File: config.mk
export PLATFORM = sky130hd
export DESIGN_NAME = weight_dma
export DESIGN_NICKNAME = d
export VERILOG_FILES = /design/src/rtl/fc_pkg.sv /design/src/rtl/dma_burst_counter.sv /design/src/rtl/weight_dma.sv
export SDC_FILE = /design/constraint.sdc
export NUM_CORES = 1
export LEC_CHECK = 0
export ABC_AREA = 1
export CAP_MARGIN = 10
export CORE_MARGIN = 2
export CORE_UTILIZATION = 51
export DETAILED_ROUTE_END_ITERATION = 8
export GPL_TIMING_DRIVEN = 1
export PLACE_DENSITY = 0.88
export SETUP_SLACK_MARGIN = 0.15
export SYNTH_ARGS = -nofsm -noshare
export SYNTH_HDL_FRONTEND = slang
export SYNTH_HIERARCHICAL = 1
export SYNTH_SLANG_ARGS = --single-unit
File: constraint.sdc
create_clock -name clk -period 4.25 [get_ports clk]
set_clock_uncertainty 0.05 [all_clocks]
set_input_delay 0.425 -clock clk [delete_from_list [all_inputs] [get_ports clk]]
set_output_delay 0.425 -clock clk [all_outputs]
set_load 0.02 [all_outputs]
File: src/rtl/fc_pkg.sv
// Shared types and constants for the fully-connected layer weight path.
package fc_pkg;

    localparam int DEF_MEM_ADDRESS_WIDTH   = 16;
    localparam int DEF_LAYER_ADDRESS_WIDTH = 7;
    localparam int DEF_DATA_WIDTH          = 16;

    // Word addresses where each layer's weight block starts in weight memory.
    localparam int ADR_LAYER_F6     = 0;
    localparam int ADR_LAYER_OUTPUT = 10164;

    typedef enum logic [1:0] {
        IDLE,
        FETCH,
        DRAIN,
        DONE
    } dma_state_e;

endpackage

File: src/rtl/dma_burst_counter.sv
// Burst issue counter: cleared on load, stepped on advance, flags the final
// read of a burst of length len_i.
module dma_burst_counter #(
    parameter int WIDTH = 7
) (
    input  logic             clk,
    input  logic             rst,
    input  logic             clk_en_i,
    input  logic             load_i,
    input  logic             advance_i,
    input  logic [WIDTH-1:0] len_i,
    output logic [WIDTH-1:0] count_o,
    output logic             last_o
);

    logic [WIDTH-1:0] count_q;
    logic [WIDTH-1:0] count_d;

    always_comb begin
        count_d = count_q;
        if (load_i) begin
            count_d = '0;
        end else if (advance_i) begin
            count_d = count_q + WIDTH'(1);
        end
    end

    always_ff @(posedge clk or negedge rst) begin
        if (!rst) begin
            count_q <= '0;
        end else if (clk_en_i) begin
            count_q <= count_d;
        end
    end

    assign count_o = count_q;
    // A zero-length burst never enters FETCH, so len_i == 0 must not match.
    assign last_o  = (len_i != '0) && (count_q == len_i - WIDTH'(1));

endmodule

File: src/rtl/weight_dma.sv
// Weight DMA: streams a burst of weight words from memory onto the FC data bus,
// word 0 of each burst being the bias.
module weight_dma
    import fc_pkg::*;
#(
    parameter int MEM_ADDRESS_WIDTH   = DEF_MEM_ADDRESS_WIDTH,
    parameter int LAYER_ADDRESS_WIDTH = DEF_LAYER_ADDRESS_WIDTH,
    parameter int DATA_WIDTH          = DEF_DATA_WIDTH
) (
    input  logic                           clk,
    input  logic                           rst,
    input  logic                           clk_en,
    input  logic                           DMA_read,
    input  logic [MEM_ADDRESS_WIDTH-1:0]   DMA_address,
    input  logic [LAYER_ADDRESS_WIDTH-1:0] DMA_count,
    output logic                           DMA_ready,
    output logic                           mem_rd,
    output logic [MEM_ADDRESS_WIDTH-1:0]   mem_addr,
    input  logic [DATA_WIDTH-1:0]          mem_data,
    output logic [DATA_WIDTH-1:0]          out_data,
    output logic                           out_valid,
    output logic [LAYER_ADDRESS_WIDTH-1:0] out_index,
    output logic                           busy
);

    dma_state_e                     state_q, state_d;
    logic [MEM_ADDRESS_WIDTH-1:0]   base_q, base_d;
    logic [LAYER_ADDRESS_WIDTH-1:0] len_q, len_d;
    logic [LAYER_ADDRESS_WIDTH-1:0] idx;
    logic                           idx_last;
    logic                           cnt_load;
    logic                           cnt_advance;
    logic                           rd;
    logic                           out_valid_q;
    logic [LAYER_ADDRESS_WIDTH-1:0] out_index_q;

    dma_burst_counter #(
        .WIDTH (LAYER_ADDRESS_WIDTH)
    ) u_counter (
        .clk       (clk),
        .rst       (rst),
        .clk_en_i  (clk_en),
        .load_i    (cnt_load),
        .advance_i (cnt_advance),
        .len_i     (len_q),
        .count_o   (idx),
        .last_o    (idx_last)
    );

    // Request inputs are only looked at in IDLE, so changes while busy are ignored.
    always_comb begin
        state_d     = state_q;
        base_d      = base_q;
        len_d       = len_q;
        cnt_load    = 1'b0;
        cnt_advance = 1'b0;
        rd          = 1'b0;
        DMA_ready   = 1'b0;
        case (state_q)
            IDLE: begin
                if (DMA_read) begin
                    base_d   = DMA_address;
                    len_d    = DMA_count;
                    cnt_load = 1'b1;
                    state_d  = (DMA_count != '0) ? FETCH : DONE;
                end
            end
            FETCH: begin
                rd          = 1'b1;
                cnt_advance = 1'b1;
                if (idx_last) begin
                    state_d = DRAIN;
                end
            end
            DRAIN: begin
                state_d = DONE;
            end
            DONE: begin
                DMA_ready = 1'b1;
                state_d   = IDLE;
            end
            default: begin
                state_d = IDLE;
            end
        endcase
    end

    always_ff @(posedge clk or negedge rst) begin
        if (!rst) begin
            state_q     <= IDLE;
            base_q      <= '0;
            len_q       <= '0;
            out_valid_q <= 1'b0;
            out_index_q <= '0;
        end else if (clk_en) begin
            state_q     <= state_d;
            base_q      <= base_d;
            len_q       <= len_d;
            out_valid_q <= rd;
            if (rd) begin
                out_index_q <= idx;
            end
        end
    end

    assign mem_rd    = rd;
    assign mem_addr  = rd ? base_q + MEM_ADDRESS_WIDTH'(idx) : '0;
    // Memory data arrives one cycle after the strobe, aligned with out_valid_q.
    assign out_data  = out_valid_q ? mem_data : '0;
    assign out_valid = out_valid_q;
    assign out_index = out_index_q;
    assign busy      = (state_q != IDLE);

endmodule

==> results_dict.tcl <==
set metrics [dict create \
    cp_slowest_stage_delay_ns 0.60 \
    grt_antenna_before_repair 0 \
    critPathLaunchType "flop" \
    worstPathArrival_ns 2.83 \
    ys_ff_latch 40 \
    p_total_mw 2.757 \
    r2r_slack_ns 2.12 \
    fp-row-count 27 \
    clkTransAtPathRegs_ns 0.08 \
    seqPwrFrac_pct 27.3 \
    viasPerCell 5.133 \
    final_util_pct 70.94 \
    worstSetupEndpointType "primary output" \
    critPathRequiredTime_ns 3.77 \
    post-route-drc-count 0 \
    synth_common_cells "nand2_1 (116), inv_1 (71), dfrtp_1 (40), nor2_1 (38), nand3_1 (27)" \
    post_cts_buffers 0 \
    path_buf_inv 3 \
    tightest_slew_ns 0.8880 \
    netlist_area_mm2 0.002863 \
    cpMostUsedCell "nand3_1" \
    cts_root_buffer "clkbuf_8" \
    start_util_pct 52.31 \
    portBuffers 85 \
    synth.distinct_cells 29 \
    grtUsageTotal_pct 25.09 \
    crit_slowest_cell "clkdlybuf4s50_1" \
    crit_type "reg -> out" \
    rsz0062_at_grt "no" \
    yosys.area.top_type "dfrtp_1" \
    grt_pass1_wl_mm 12.36 \
    crit_chain "ha_1 -> inv_1 -> fa_1 -> inv_1 -> nand3_1 -> nand3_1 -> nand3_1 -> nand3_1 -> nand2_1 -> nor2_1 -> clkdlybuf4s50_1" \
    synth_nets 464 \
    cap_viol_max_count 0 \
    synth_ff_type "dfrtp_1" \
    clkPwrFrac_pct 12.1 \
    dieArea_mm2 0.006228 \
    clkLatencyLatePin_ns 0.30 \
    ys_async_sr_fraction_pct 100.0 \
    netlist_top_cells_area "dfrtp_1 (35%), nand2_1 (15%), inv_1 (9.3%)" \
    cts_tree "done" \
    die_y_um 78.92 \
    ys_seq_area_share_pct 34.97 \
    max_freq_mhz 302.6 \
    htree_levels 2 \
    overflow 0 \
    intPower_mw 1.441 \
    dp_slack_ns 1.323 \
    hp-class "in -> async" \
    gp_congestion 0.9314 \
    post_drt_wl_per_cell_um 13.19 \
    fin_ws_ns 0.9456 \
    die_width_um 78.92 \
    leakage_nw 2.035 \
    layout.nets 550 \
    routed_wl_mm 7.467 \
    area_growth_pct 35.62 \
    cts.path.max_buffers 2 \
    status "complete, no violations" \
    grt_pass1_vias 2770 \
    finalHoldViolations 0 \
    vdd.ir_drop.worst_v 0.0003580 \
    finalCritPeriodShare_pct 77.75 \
    first_pass_iters 4 \
    cp_max_fo 8 \
    pwr-share-comb_pct 60.6 \
    powerDensity_mw_per_mm2 710.0 \
    dp_cells 558 \
    yosysTopAreaCellShare_pct 34.97 \
    antenna_left 0 \
    cts.sinks 40 \
    cts_hold_buffers 0 \
    post-synth-top-count-cell "nand2_1" \
    setup-tns-final_ns 0 \
    fin_crit_ns 3.304 \
    grt_max_degree 41 \
    layout-drive-gt1-share_pct 8.097 \
    synth_edf_count 0 \
    vias 2905 \
    cts_resized 0 \
    drt-initial-drc-count 206 \
    netlist_instances 407 \
    drv_slew 0 \
    hpwl_mm 5.587 \
    finalSetupViolations 0 \
    synth-warning-count 6 \
    core_region_area_mm2 0.005473 \
    cts_made_buffers 5 \
    crit_family "buffers and inverters" \
    instances_no_fill 566 \
    avgSynthCellArea_um2 7.034 \
    switchingPower_mw 1.316 \
    antenna_cells 0 \
    slew_headroom_pct 40.80 \
    io_pins 86 \
    switching_share_pct 47.72 \
]
-- cell usage in the layout, fill, tap and decap left out, types with 2 or more instances in the layout --
cell type        count
nor3_1               5
nand3_1             27
o21ai_0             20
o21ai_1              2
ha_1                13
mux2_4               4
mux2_2              12
a21oi_1             16
nand2_2              3
nor2_2               4
inv_2                4
nor2_1              38
clkdlybuf4s50_1     84
inv_1               71
nand4_1              9
xnor2_1              3
dfrtp_1             40
nand2_4              2
xor2_1               4
nand2_1            116
clkbuf_8             6
-- power by group through the flow --
stage          logic (mW)  registers, mW  clock network [mW]
5_1_grt              1.84          0.782               0.357
2_1_floorplan        1.11          0.709                   0
3_3_place_gp         1.60          0.747                   0
6_report             1.67          0.753               0.334
3_5_place_dp         1.64          0.757                   0
4_1_cts              1.66          0.750               0.340
-- metal layers --
layer	routed length [µm]	track usage [%]
met1	3156	29.38
met2	3561	44.27
met3	634	6.818
met4	114	8.793
met5	0	0
-- worst reg2reg max path, cell delays in order (launching register included) --
cell     delay (ns)
dfrtp_1        0.41
inv_1          0.11
ha_1           0.61
inv_1          0.24
o21ai_0        0.30
nor2_1         0.12
o21ai_0        0.09
o21ai_0        0.09
-- cells by family after synthesis --
logic type,Yosys count,synth area share [%]
fa+ha+maj,14,6.381
buf+inv,83,11.49
simple gates,206,30.51
flops,40,34.97
compound gates,41,7.693
mux,16,6.818
xor+xnor,7,2.142
-- path summary, 6_finish.rpt --
kind | from | to | cells past startpoint
max | u_counter/count_o[0] | mem_addr[12] | 11
min | rst | base_q[15] | 1
max reg2reg | state_q[1] | state_q[0] | 7
min reg2reg | len_q[1] | len_q[1] | 2
max in group asynchronous | rst | base_q[2] | 1
min in group clk | len_q[1] | len_q[1] | 2
-- cell type report --
type	instances	area [µm²]
clock buffer	6	82.58
clock inverter	2	38.79
fill	443	1590
inverter	77	291.5
multi-input combinational	284	1533
sequential	40	1001
tap	72	90.09
timing repair buffer	85	845.8
-- registers in the layout (all words and copies together), names as in the netlist --
register           cells
base_q                16
len_q                  7
out_index              7
u_counter/count_o      7
state_q                2
out_valid              1
-- through the flow --
| step | area [µm²] | hold slack (ns) |
|---|---|---|
| after floorplan | 2863 | 0.07941 |
| after global placement | 3761 | 0.4228 |
| after detailed placement | 3761 | 0.4330 |
| after CTS | 3882 | 0.2179 |
| after global routing | 3882 | 0.2532 |
| final | 3882 | 0.1915 |
Power figures use the tool's default switching activity.
